[config.mk]
export PLATFORM = sky130hd
export DESIGN_NAME = svfloat_normalizer_pipe
export DESIGN_NICKNAME = d
export VERILOG_FILES = /design/src/rtl/svfloat_normalizer_pipe.sv
export SDC_FILE = /design/constraint.sdc
export NUM_CORES = 1
export LEC_CHECK = 0
export BUFFER_PORTS_ARGS = -buffer_cell sky130_fd_sc_hd__buf_2
export CORE_MARGIN = 1.5
export CORE_UTILIZATION = 57
export DETAILED_ROUTE_END_ITERATION = 8
export GPL_TIMING_DRIVEN = 0
export MAX_ROUTING_LAYER = met4
export PLACE_DENSITY = 0.84
export RECOVER_POWER = 50
export SLEW_MARGIN = 5
export SYNTH_ARGS = -nofsm -noshare
export SYNTH_HDL_FRONTEND = slang
export SYNTH_SLANG_ARGS = --single-unit
[constraint.sdc]
create_clock -name clk -period 3.9 [get_ports clk]
set_input_delay 0.39 -clock clk [delete_from_list [all_inputs] [get_ports clk]]
set_output_delay 0.39 -clock clk [all_outputs]
set_load 0.01 [all_outputs]
[src/rtl/svfloat_normalizer_pipe.sv]
// svfloat_normalizer_pipe
//   Pipelined normalize / round / pack stage that sits behind an arithmetic
//   core (add, mul, fma). The input value is d_man * 2^(d_exp - frac). It is
//   normalized, aligned for gradual underflow when tiny, rounded in one of
//   five IEEE-754 modes, and packed as {sign, exponent, mantissa}. The block
//   also produces the {NV, DZ, OF, UF, NX} exception flags.
//
//   Pipeline: stages = 2 puts leading-one detect, normalize and denormal
//   alignment in stage 1, and rounding and packing in stage 2. Any other
//   value of stages builds a single stage that does both. The whole pipe
//   advances together whenever in_ready is high.
//
//   Optional feature: define SVFLOAT_NORM_FTZ_EN to flush tiny results to a
//   signed zero with UF and NX set. No denormal shifter is built in that case.
//
// Ports
//   clk, rst            clock, asynchronous active-high reset
//   in_valid / in_ready input handshake (in_ready = !out_valid || out_ready)
//   is_nan/is_inf/is_zero  overrides, priority nan > inf > zero
//   rm                  0 RNE, 1 RTZ, 2 RDN, 3 RUP, 4 RMM, others RNE
//   d_sign, d_exp, d_man   sign, signed unbiased exponent, unsigned mantissa
//   out_valid/out_ready output handshake
//   res                 packed float {sign, exponent, mantissa}
//   flags               {NV, DZ, OF, UF, NX}; NV and DZ are always 0
module svfloat_normalizer_pipe #(
  parameter int exp_width = 8,
  parameter int man_width = 23,
  parameter int ewidth    = 10,
  parameter int width     = 50,
  parameter int frac      = 46,
  parameter int stages    = 2
) (
  input  logic                         clk,
  input  logic                         rst,
  input  logic                         in_valid,
  output logic                         in_ready,
  input  logic                         is_inf,
  input  logic                         is_nan,
  input  logic                         is_zero,
  input  logic [2:0]                   rm,
  input  logic                         d_sign,
  input  logic [ewidth-1:0]            d_exp,
  input  logic [width-1:0]             d_man,
  output logic                         out_valid,
  input  logic                         out_ready,
  output logic [exp_width+man_width:0] res,
  output logic [4:0]                   flags
);

  // Exponent arithmetic runs two bits wider than d_exp, so it cannot wrap.
  localparam int xw   = ewidth + 2;
  localparam int lw   = $clog2(width);
  localparam int mw1  = man_width + 1;
  localparam int kmax = man_width + 2;
  localparam int shw  = width + kmax;
  localparam int bias = (1 << (exp_width - 1)) - 1;

  localparam logic [xw-1:0] emin_x = xw'(1 - bias);
  localparam logic [xw-1:0] bias_x = xw'(bias);
  localparam logic [xw-1:0] frac_x = xw'(frac);
  localparam logic [xw-1:0] einf_x = xw'((1 << exp_width) - 1);

  localparam logic [1:0] k_fin  = 2'd0;
  localparam logic [1:0] k_zero = 2'd1;
  localparam logic [1:0] k_inf  = 2'd2;
  localparam logic [1:0] k_nan  = 2'd3;

  localparam logic [2:0] rm_rtz = 3'd1;
  localparam logic [2:0] rm_rdn = 3'd2;
  localparam logic [2:0] rm_rup = 3'd3;
  localparam logic [2:0] rm_rmm = 3'd4;

  // bexp is the biased exponent before rounding; it is 0 for tiny values.
  typedef struct packed {
    logic            sign;
    logic [2:0]      rm;
    logic [1:0]      kind;
    logic            tiny;
    logic [xw-1:0]   bexp;
    logic [mw1-1:0]  mant;
    logic            g;
    logic            s;
  } norm_t;

  logic [lw-1:0]   lead_s;
  logic [lw-1:0]   nshift_s;
  logic [width-1:0] norm_s;
  logic [xw-1:0]   exp_s;
  logic            tiny_s;
  logic [shw-1:0]  vec_s;
  norm_t           s1_s;

  // Leading-one detect: index of the highest set bit of d_man.
  always_comb begin
    lead_s = '0;
    for (int i = 0; i < width; i++) begin
      lead_s = d_man[i] ? lw'(i) : lead_s;
    end
  end

  // Move the leading one to the top bit and find the exponent of that bit.
  always_comb begin
    nshift_s = lw'(width - 1) - lead_s;
    norm_s   = d_man << nshift_s;
    exp_s    = {{2{d_exp[ewidth-1]}}, d_exp} + xw'(lead_s) - frac_x;
    tiny_s   = $signed(exp_s) < $signed(emin_x);
  end

`ifdef SVFLOAT_NORM_FTZ_EN
  // Tiny values get flushed at pack time, so the bits stay unshifted.
  always_comb begin
    vec_s = {norm_s, {kmax{1'b0}}};
  end
`else
  logic [xw-1:0] dk_s;
  logic [4:0]    kcap_s;

  // Denormal alignment: shift right by (emin - exp). The shift saturates at
  // kmax, because by then every significant bit lies in the sticky field.
  always_comb begin
    dk_s = emin_x - exp_s;
    if (!tiny_s) begin
      kcap_s = 5'd0;
    end else if (dk_s > xw'(kmax)) begin
      kcap_s = 5'(kmax);
    end else begin
      kcap_s = dk_s[4:0];
    end
    vec_s = {norm_s, {kmax{1'b0}}} >> kcap_s;
  end
`endif

  // Classify the beat and split the aligned bits into mantissa, guard and sticky.
  always_comb begin
    s1_s.sign = d_sign;
    s1_s.rm   = rm;
    s1_s.tiny = tiny_s;
    s1_s.bexp = tiny_s ? {xw{1'b0}} : (exp_s + bias_x);
    s1_s.mant = vec_s[shw-1 -: mw1];
    s1_s.g    = vec_s[shw-1-mw1];
    s1_s.s    = |vec_s[shw-2-mw1:0];
    if (is_nan) begin
      s1_s.kind = k_nan;
    end else if (is_inf) begin
      s1_s.kind = k_inf;
    end else if (is_zero || (d_man == {width{1'b0}})) begin
      s1_s.kind = k_zero;
    end else begin
      s1_s.kind = k_fin;
    end
  end

  logic  adv_s;
  logic  v2_s;
  norm_t p_s;

  assign in_ready = !out_valid || out_ready;
  assign adv_s    = in_ready;

  generate
    if (stages == 2) begin : g_two
      logic  v1_r;
      norm_t p1_r;

      // Stage-1 register: holds the normalized beat while the pipe is stalled.
      always_ff @(posedge clk or posedge rst) begin
        if (rst) begin
          v1_r <= 1'b0;
          p1_r <= '0;
        end else if (adv_s) begin
          v1_r <= in_valid;
          if (in_valid) begin
            p1_r <= s1_s;
          end
        end
      end

      assign v2_s = v1_r;
      assign p_s  = p1_r;
    end else begin : g_one
      assign v2_s = in_valid;
      assign p_s  = s1_s;
    end
  endgenerate

  logic                         inc_s;
  logic                         to_inf_s;
  logic                         nx_s;
  logic                         flush_s;
  logic [mw1:0]                 mrnd_s;
  logic [xw-1:0]                exp_r_s;
  logic [man_width-1:0]         fr_s;
  logic [exp_width+man_width:0] res_s;
  logic [4:0]                   flags_s;

`ifdef SVFLOAT_NORM_FTZ_EN
  assign flush_s = p_s.tiny;
`else
  assign flush_s = 1'b0;
`endif

  // Decode the round increment, and whether an overflow saturates to infinity.
  always_comb begin
    case (p_s.rm)
      rm_rtz: begin
        inc_s    = 1'b0;
        to_inf_s = 1'b0;
      end
      rm_rdn: begin
        inc_s    = p_s.sign & (p_s.g | p_s.s);
        to_inf_s = p_s.sign;
      end
      rm_rup: begin
        inc_s    = !p_s.sign & (p_s.g | p_s.s);
        to_inf_s = !p_s.sign;
      end
      rm_rmm: begin
        inc_s    = p_s.g;
        to_inf_s = 1'b1;
      end
      default: begin
        inc_s    = p_s.g & (p_s.s | p_s.mant[0]);
        to_inf_s = 1'b1;
      end
    endcase
  end

  // Apply the increment. A carry out bumps the exponent (the mantissa field
  // wraps to 0 by itself). A denormal that rounds up into the hidden bit
  // becomes the minimum normal, with biased exponent 1.
  always_comb begin
    nx_s   = p_s.g | p_s.s;
    mrnd_s = {1'b0, p_s.mant} + {{mw1{1'b0}}, inc_s};
    fr_s   = mrnd_s[man_width-1:0];
    if (p_s.tiny) begin
      exp_r_s = {{(xw-1){1'b0}}, mrnd_s[man_width]};
    end else begin
      exp_r_s = p_s.bexp + {{(xw-1){1'b0}}, mrnd_s[mw1]};
    end
  end

  // Choose the packed result and flags: overrides, flush, overflow or finite.
  always_comb begin
    res_s   = '0;
    flags_s = 5'b00000;
    case (p_s.kind)
      k_nan: begin
        res_s = {p_s.sign, {exp_width{1'b1}}, 1'b1, {(man_width-1){1'b0}}};
      end
      k_inf: begin
        res_s = {p_s.sign, {exp_width{1'b1}}, {man_width{1'b0}}};
      end
      k_zero: begin
        res_s = {p_s.sign, {(exp_width+man_width){1'b0}}};
      end
      default: begin
        if (flush_s) begin
          res_s   = {p_s.sign, {(exp_width+man_width){1'b0}}};
          flags_s = 5'b00011;
        end else if ($signed(exp_r_s) >= $signed(einf_x)) begin
          flags_s = 5'b00101;
          if (to_inf_s) begin
            res_s = {p_s.sign, {exp_width{1'b1}}, {man_width{1'b0}}};
          end else begin
            res_s = {p_s.sign, {(exp_width-1){1'b1}}, 1'b0, {man_width{1'b1}}};
          end
        end else begin
          res_s   = {p_s.sign, exp_r_s[exp_width-1:0], fr_s};
          flags_s = {3'b000, p_s.tiny & nx_s, nx_s};
        end
      end
    endcase
  end

  // Output register: takes a new result each time the pipe advances.
  always_ff @(posedge clk or posedge rst) begin
    if (rst) begin
      out_valid <= 1'b0;
      res       <= '0;
      flags     <= 5'b00000;
    end else if (adv_s) begin
      out_valid <= v2_s;
      if (v2_s) begin
        res   <= res_s;
        flags <= flags_s;
      end
    end
  end

endmodule
==> impl_metrics.json, run 1 <==
{
  "pin_count": 110,
  "flow.stopped_at": "global routing",
  "cts_buffers": 9,
  "ys_warn_count": 0,
  "synth.most_common_cell": "nand2_1",
  "synth_fa_ha_area_share_pct": 2.66,
  "yosys.area.top_type": "dfrtp_1",
  "gp_congestion": 1.24,
  "crit_endpoint": "g_two.p1_r[0]$_DFFE_PP0P_/D",
  "initial_core_util_pct": 58.7,
  "grt_max_degree": 44,
  "cts_root_buf": "clkbuf_16",
  "synthSimpleGateAreaFrac_pct": 24.2,
  "rows": 53,
  "synth_edf_count": 0,
  "cts_buffer_depth": 2,
  "synth-seq-cells": 82,
  "synth_xor_area_share_pct": 3.39,
  "synth.area.top_cells": "dfrtp_1 (16%), mux2i_1 (6.7%), nand2_1 (6.1%)",
  "io_buffers": 96,
  "synth_top_area_share_pct": 16.5,
  "status": "did not finish",
  "synth_top_family_by_area": "compound AO/OA/AOI/OAI gates",
  "synth_flop_cell": "dfrtp_1",
  "synth-compound-area-share_pct": 36.5,
  "stop_error": "[ERROR GRT-0232] Routing congestion too high. Check the congestion heatmap in the GUI.",
  "htreeDepth": 3,
  "worst-ep-kind": "register data pin",
  "synth_common_cells": "nand2_1 (203), nor2_1 (156), o21ai_0 (143), a21oi_1 (118), clkbuf_1 (92)",
  "synthMuxAreaShare_pct": 9.75,
  "dp_hpwl_um": 45500,
  "ys_async_sr_fraction_pct": 100,
  "grt_overflow": 155,
  "cts.sinks": 82,
  "syn_avg_cell_area_um2": 7.17,
  "synth_cell_types": 104,
  "synth_seq_area_share_pct": 16.5,
  "die_w_um": 151,
  "syn_area_um2": 12500,
  "track_usage_pct": 84.7,
  "die_y_um": 151,
  "syn-instance-count": 1737
}
-- routing by layer --
metal / global-route usage [%] / GRT overflow
met2: 97.1 / 81
met4: 84.5 / 50
met1: 84.3 / 12
met3: 69.2 / 12
met5: - / -
-- cells by family after synthesis --
logic type / Yosys count
compound gates: 646
simple gates: 634
buf+inv: 196
mux: 108
flops: 82
xor+xnor: 44
fa+ha+maj: 26
other cells: 1
-- stage by stage --
stage / cells / setup TNS [ns] / area (um2) / worst slack (ns) / hold WS (ns)
floorplan: 1738 / -56.95 / 12900 / -2.18 / 0.436
global placement: 2109 / -134.39 / 13800 / -4.03 / 0.456
detailed placement: 2110 / -143.72 / 13800 / -4.05 / 0.447
CTS: 2249 / -62.05 / 16400 / -2.21 / 0.0973
-- timing repair --
item	in CTS
hold buffers	0
gates resized for setup	292
pin swaps	110
setup endpoints to repair	71
gates cloned	5
setup buffers	119
==> run 2, diff against run 1 <==
--- a/config.mk
+++ b/config.mk
@@ -7,11 +7,10 @@
 export LEC_CHECK = 0
 export BUFFER_PORTS_ARGS = -buffer_cell sky130_fd_sc_hd__buf_2
 export CORE_MARGIN = 1.5
-export CORE_UTILIZATION = 57
+export CORE_UTILIZATION = 40
 export DETAILED_ROUTE_END_ITERATION = 8
 export GPL_TIMING_DRIVEN = 0
-export MAX_ROUTING_LAYER = met4
-export PLACE_DENSITY = 0.84
+export PLACE_DENSITY_LB_ADDON = 0.15
 export RECOVER_POWER = 50
 export SLEW_MARGIN = 5
 export SYNTH_ARGS = -nofsm -noshare
==> constraint.sdc (replaced) <==
create_clock -name clk -period 5.1 [get_ports clk]
set_input_delay 0.51 -clock clk [delete_from_list [all_inputs] [get_ports clk]]
set_output_delay 0.51 -clock clk [all_outputs]
set_load 0.01 [all_outputs]
==> run 2 against run 1 <==
  * The flow now finishes, with violations (capacitance limit, slew limit, setup timing)
  * Area after synthesis stayed put
  * Synthesized cell count stayed put
==> impl_metrics.json, run 2 <==
{
  "status": "finished with violations",
  "violations": "capacitance limit, slew limit, setup timing",
  "worstMarginPinSlew_ns": 3.58,
  "grt_antenna_before_repair": 0,
  "wire_per_inst_um": 27.6,
  "wl_um": 64900,
  "use_met2_pct": 60.3,
  "synth.area.top_cells": "dfrtp_1 (16%), mux2i_1 (6.7%), nand2_1 (6.1%)",
  "drtPass1Iterations": 8,
  "post-route-worst-setup-slack_ns": -1.44,
  "initial_core_util_pct": 40.7,
  "grt.busiest_layer": "met2",
  "required_ns": 5.31,
  "crit_family": "compound AO/OA/AOI/OAI gates",
  "cpMaxStageDelayCell": "fa_2",
  "diodes": 0,
  "dieArea_um2": 32200,
  "die_y_um": 180,
  "synth-seq-cells": 82,
  "rows": 64,
  "grt_pass1_vias": 15100,
  "use_met1_pct": 51.5,
  "hold_viol_final": 0,
  "cp_num_buf_inv": 6,
  "synth_cell_types": 104,
  "synth_seq_area_share_pct": 16.5,
  "track_usage_pct": 38.9,
  "cts_root_buf": "clkbuf_16",
  "start_kind": "input port",
  "finalCritPeriodShare_pct": 128,
  "fin_cells": 2354,
  "vdd.ir_drop.worst_uv": 219,
  "gr-usage-met3_pct": 8.25,
  "pin_count": 110,
  "synth_flop_cell": "dfrtp_1",
  "syn_area_um2": 12500,
  "skew_ns": 0.00623,
  "ant_nets": 0,
  "syn-instance-count": 1737,
  "total_power_uw": 5370,
  "slew_headroom_pct": -138,
  "drive_above_1_share_pct": 28.5,
  "nets": 2049,
  "fmax_mhz": 153,
  "clk_transition_reported_paths_ns": 0.06,
  "drtIter0Drc": 1969,
  "drc": 0,
  "report.final.slew_viol_count": 71,
  "cts_buffers": 9,
  "dp_hpwl_um": 48600,
  "htreeDepth": 3,
  "synth_common_cells": "nand2_1 (203), nor2_1 (156), o21ai_0 (143), a21oi_1 (118), clkbuf_1 (92)",
  "grt_pass1_wl_um": 97200,
  "cts_buffer_depth": 2,
  "worstSetupPathType": "input port to register",
  "vias": 16300,
  "yosys.area.top_type": "dfrtp_1",
  "ys_async_sr_fraction_pct": 100,
  "reg_top3": "g_two.p1_r x45, res x32, flags x3",
  "core_um2": 30600,
  "total_leakage_power_uw": 0.00652,
  "io_buffers": 96,
  "drv_cap": 1,
  "hold_ws_ns": 0.200,
  "cts.sinks": 82,
  "final_cell_mix": "nand2_1 (195), nor2_1 (131), o21ai_0 (115), buf_2 (113), buf_4 (106)",
  "clk_latency_ns": 0.34,
  "die_w_um": 180,
  "setup_viol": 26,
  "fin_util_pct": 53.8,
  "ys_warn_count": 0,
  "synth_top_area_share_pct": 16.5,
  "cts_tree": "done",
  "powerDensity_nw_per_um2": 326,
  "grt_max_degree": 71,
  "gp_congestion": 1.11,
  "fin_crit_ns": 6.54,
  "vias_per_cell": 6.91,
  "endpoint_kind": "register",
  "top_register": "g_two.p1_r",
  "hold_path.class": "input port to async pin",
  "grt_overflow": 0,
  "grt_setup_unrepaired": "yes",
  "synth.most_common_cell": "nand2_1",
  "ctsHoldBuffers": 0,
  "areaGrowthSynthToFinish_pct": 32.0,
  "layout_commonest_cell": "nand2_1",
  "synth_edf_count": 0,
  "crit_arrival_ns": 6.75,
  "critPathMaxStageDelay_ns": 0.45,
  "syn_avg_cell_area_um2": 7.17,
  "cp_max_fo": 8,
  "place_inst": 2231,
  "largest_register_ffs": 45
}
-- run 2: cell counts after synthesis --
Identical to the previous run, type by type.
-- run 2: layout make-up --
class                   count  area, um2
plain buffers             141       1040
inverters                  52        210
fillers                  2978      14100
clock inverters             5        125
multi-input cells        1460      10800
well taps                 396        495
repair buffers            207       1480
flip-flops and latches     82       2050
clock buffers              11        243
-- run 2: routing by layer --
metal / share of wire (%) / wire, um / vias to the layer above
met5: 0 / 0 / -
met4: 6.3 / 4100 / 0
met3: 11 / 6950 / 286
met2: 43 / 27900 / 1213
met1: 40 / 26000 / 7698
li1: - / - / 7075
-- run 2: logic make-up (layout without fill, tap and decap cells) --
| group | Yosys count | after routing | share of synthesized area (%) |
|---|---|---|---|
| muxes | 108 | 108 | 9.75 |
| xor gates and xnor gates | 44 | 44 | 3.39 |
| and+or+nand+nor | 634 | 634 | 24.2 |
| adders and majority gates | 26 | 26 | 2.66 |
| AOI/OAI and AO/OA | 646 | 646 | 36.6 |
| buffers and inverters | 196 | 416 | 6.94 |
| other | 1 | 2 | 0.0301 |
| DFF | 82 | 82 | 16.5 |
-- run 2: power breakdown --
part	internal [uW]	switching (uW)
Combinational	1420	2160
Clock	540	246
Sequential	832	169
Total	2790	2580
-- run 2: timing repair --
| item | in CTS | in global routing |
|---|---|---|
| gates cloned | 1 | 1 |
| buffers inserted | 71 | 38 |
| pin swaps | 69 | 60 |
| resized for setup | 224 | 98 |
| endpoints found under the setup margin | 58 | 59 |
-- run 2: worst paths after layout --
| path | to | cells past startpoint | slack, ns | from |
|---|---|---|---|---|
| max | g_two.p1_r[0] | 31 | -1.44 | d_man[10] |
| min | g_two.p1_r[28] | 2 | 0.20 | rst |
| min reg2reg | res[27] | 2 | 0.48 | res[27] |
| max reg2reg | res[12] | 24 | 0.42 | g_two.p1_r[43] |
| max in group asynchronous | g_two.p1_r[41] | 3 | 1.16 | rst |
| min in group clk | g_two.p1_r[44] | 3 | 0.40 | d_sign |
-- run 2: worst reg2reg max path, cell delays in order, from the launching register on --
cell	delay, ns
dfrtp_1	0.43
nand3b_1	0.19
a21oi_1	0.15
a221oi_1	0.06
nor3_1	0.15
ha_1	0.20
ha_1	0.19
nand3_1	0.12
nor2_1	0.15
and2_1	0.18
nand4_1	0.14
nor3_2	0.23
and3_1	0.23
ha_1	0.21
ha_1	0.22
nand4_1	0.18
nor2_1	0.15
xor2_1	0.19
nand4_1	0.11
o21ai_0	0.10
nand3b_1	0.18
o21ai_1	0.22
nor2_1	0.12
clkbuf_1	0.23
a22o_1	0.24
-- run 2: stage by stage --
step / TNS (ns) / worst slack (ns) / cell area [um2]
after global routing: -24.47 / -1.60 / 16400
after CTS: -16.85 / -1.18 / 15800
after global placement: -74.44 / -3.27 / 13800
after floorplan: -15.10 / -1.10 / 12900
after detailed placement: -75.67 / -3.31 / 13900
final: -21.09 / -1.44 / 16400
No activity file was read; power rests on OpenSTA's default activity.
==> run 3, diff against run 2 <==
--- a/config.mk
+++ b/config.mk
@@ -6,6 +6,7 @@
 export NUM_CORES = 1
 export LEC_CHECK = 0
 export BUFFER_PORTS_ARGS = -buffer_cell sky130_fd_sc_hd__buf_2
+export CORE_ASPECT_RATIO = 1.4
 export CORE_MARGIN = 1.5
 export CORE_UTILIZATION = 40
 export DETAILED_ROUTE_END_ITERATION = 8
==> run 3 against run 2 <==
  * The flow still finishes with violations (capacitance limit, slew limit, setup timing)
  * Combinational power rose by 3%
  * Critical endpoint unchanged
  * First-iteration DRC count fell by 27%
  * Register-to-register slack got worse by 0.13 ns
  * Clock power fell by 25%
  * Clock-buffer cell count rose by 2
  * Critical path depth rose by 1
  * Non-clock buffer count rose by 3
  * Utilization barely moved
  * Via count rose by 0.47%
==> impl_metrics.json, run 3 (synthesis gave the netlist of run 2 again) <==
{
  "drtPass1Iterations": 6,
  "final_cell_mix": "nand2_1 (193), nor2_1 (128), o21ai_0 (115), buf_4 (110), buf_2 (104)",
  "required_ns": 5.33,
  "post-route-worst-setup-slack_ns": -1.68,
  "die_w_um": 152,
  "p_sw_share_pct": 50.8,
  "endpoint_kind": "register",
  "initial_core_util_pct": 40.6,
  "nets": 2052,
  "dp_hpwl_um": 55100,
  "setup_viol": 26,
  "grt_pass1_vias": 16000,
  "grt_max_degree": 45,
  "reg2reg_depth": 25,
  "fin_crit_ns": 6.78,
  "power.switching_uw": 2670,
  "largest_register_ffs": 45,
  "gp_congestion": 1.10,
  "postPlaceCellArea_um2": 13800,
  "total_power_uw": 5250,
  "cpMaxStageDelayCell": "fa_2",
  "min_delay_worst_endpoint": "g_two.p1_r[44]",
  "cts_root_buf": "clkbuf_16",
  "p_seq_share_pct": 18.9,
  "drc": 0,
  "fmax_mhz": 147,
  "dieArea_um2": 32200,
  "rows": 76,
  "cts_buffers": 9,
  "crit_arrival_ns": 7.01,
  "ctsHoldBuffers": 0,
  "cts_tree": "done",
  "fin_area_um2": 16500,
  "hold_viol_final": 0,
  "drtIter0Drc": 1441,
  "worstSetupPathType": "input port to register",
  "clockPowerShare_pct": 11.2,
  "wire_per_inst_um": 32.1,
  "vdd.ir_drop.worst_uv": 186,
  "p_int_uw": 2580,
  "powerDensity_nw_per_um2": 318,
  "worstMarginPinSlew_ns": 2.32,
  "skew_ns": 0.00871,
  "pin_count": 110,
  "die_y_um": 212,
  "report.final.slew_viol_count": 85,
  "critPathMaxStageDelay_ns": 0.49,
  "areaGrowthSynthToFinish_pct": 32.5,
  "critical_path.most_common_cell": "buf_12",
  "place_inst": 2225,
  "io_buffers": 96,
  "htreeDepth": 3,
  "diodes": 0,
  "hold_path_depth": 3,
  "grt_pass1_wl_um": 108000,
  "vias_per_cell": 6.95,
  "grt_setup_unrepaired": "yes",
  "drv_cap": 2,
  "grt_overflow": 0,
  "reg_top3": "g_two.p1_r x45, res x32, flags x3",
  "top_register": "g_two.p1_r",
  "drive_above_1_share_pct": 29.3,
  "grt_antenna_before_repair": 1,
  "cp_num_buf_inv": 10,
  "slew_headroom_pct": -54.8,
  "vias": 16300,
  "setup_tns_ns": -22.28,
  "layout_commonest_cell": "nand2_1",
  "cts_buffer_depth": 2,
  "comb_power_share_pct": 69.9,
  "track_usage_pct": 45.5,
  "ant_nets": 0,
  "total_leakage_power_uw": 0.00654,
  "fillers": 3004,
  "fin_util_pct": 53.8,
  "hp-start": "d_sign",
  "clk_latency_ns": 0.35,
  "r2r_end": "res[23]",
  "start_kind": "input port",
  "rr_startpoint": "g_two.p1_r[43]",
  "core_um2": 30700,
  "crit_family": "buffers and inverters",
  "violations": "capacitance limit, slew limit, setup timing",
  "wl_um": 75600,
  "finalCritPeriodShare_pct": 133,
  "clk_transition_reported_paths_ns": 0.06,
  "r2r_setup_slack_ns": 0.29,
  "fin_cells": 2351,
  "hold_path.class": "input port to register",
  "cts.sinks": 82,
  "status": "finished with violations",
  "cp_max_fo": 8
}
run 3: cell types whose count changed in the layout (fill, tap and decap cells not counted), moves of 5 or more:
cell / previous run / this run
buf_2: 113 / 104
buf_12: 11 / 18
clkbuf_2: 8 / 15
a21oi_2: 25 / 19
clkbuf_1: 65 / 59
clkbuf_4: 3 / 8
nor2_2: 11 / 16
run 3: power groups by stage:
stage	clock (uW)	sequential, uW	combinational (uW)
floorplan	0	1010	1840
CTS	595	993	3210
global route	615	1020	3840
finish	591	992	3670
detailed placement	0	1000	2800
global placement	0	994	2790
run 3: worst max path at each step:
| stage | from | endpoint | slack, ns | depth (start not counted) |
|---|---|---|---|---|
| floorplan | d_man[2] | g_two.p1_r[0] | -1.10 | 30 |
| global placement | d_man[36] | g_two.p1_r[0] | -3.35 | 32 |
| detailed placement | d_man[36] | g_two.p1_r[0] | -3.33 | 32 |
| CTS | d_man[19] | g_two.p1_r[0] | -1.26 | 32 |
| global route | d_man[31] | g_two.p1_r[0] | -1.81 | 30 |
| finish | d_man[12] | g_two.p1_r[0] | -1.68 | 32 |
run 3: per-stage QoR:
stage | setup slack (ns) | hold WS [ns]
3_5_place_dp | -3.33 | 0.456
3_3_place_gp | -3.35 | 0.450
6_report | -1.68 | 0.353
4_1_cts | -1.26 | 0.196
2_1_floorplan | -1.10 | 0.436
5_1_grt | -1.81 | 0.382
run 3: routing by layer:
layer | up-vias | GRT usage, % | part of all wire [%]
met5 | - | 0.154 | 0.017
met4 | 2 | 54.6 | 14
met3 | 520 | 12.6 | 8.5
met2 | 1114 | 75.5 | 46
met1 | 7645 | 41.8 | 31
li1 | 7068 | - | -
run 3: final cells by class:
type	instances	area, um2	share of cell area [%]
Multi-Input combinational cell	1460	10900	66.0
Tap cell	390	488	2.95
Sequential cell	82	2050	12.4
Clock buffer	13	250	1.52
Clock inverter	3	15.0	0.0909
Timing Repair Buffer	210	1550	9.39
Inverter	52	210	1.27
Buffer	141	1050	6.37
run 3: timing repair:
| item | 4_1_cts | 5_1_grt |
|---|---|---|
| gates resized for setup | 219 | 152 |
| pin swaps | 64 | 68 |
| gates cloned | 2 | 1 |
| endpoints found under the setup margin | 71 | 59 |
| setup buffers | 70 | 40 |
run 3: worst min-delay path, cell delays in order:
cell and delay, ns:
buf_2 0.08, nand2_1 0.04, nand2_1 0.05
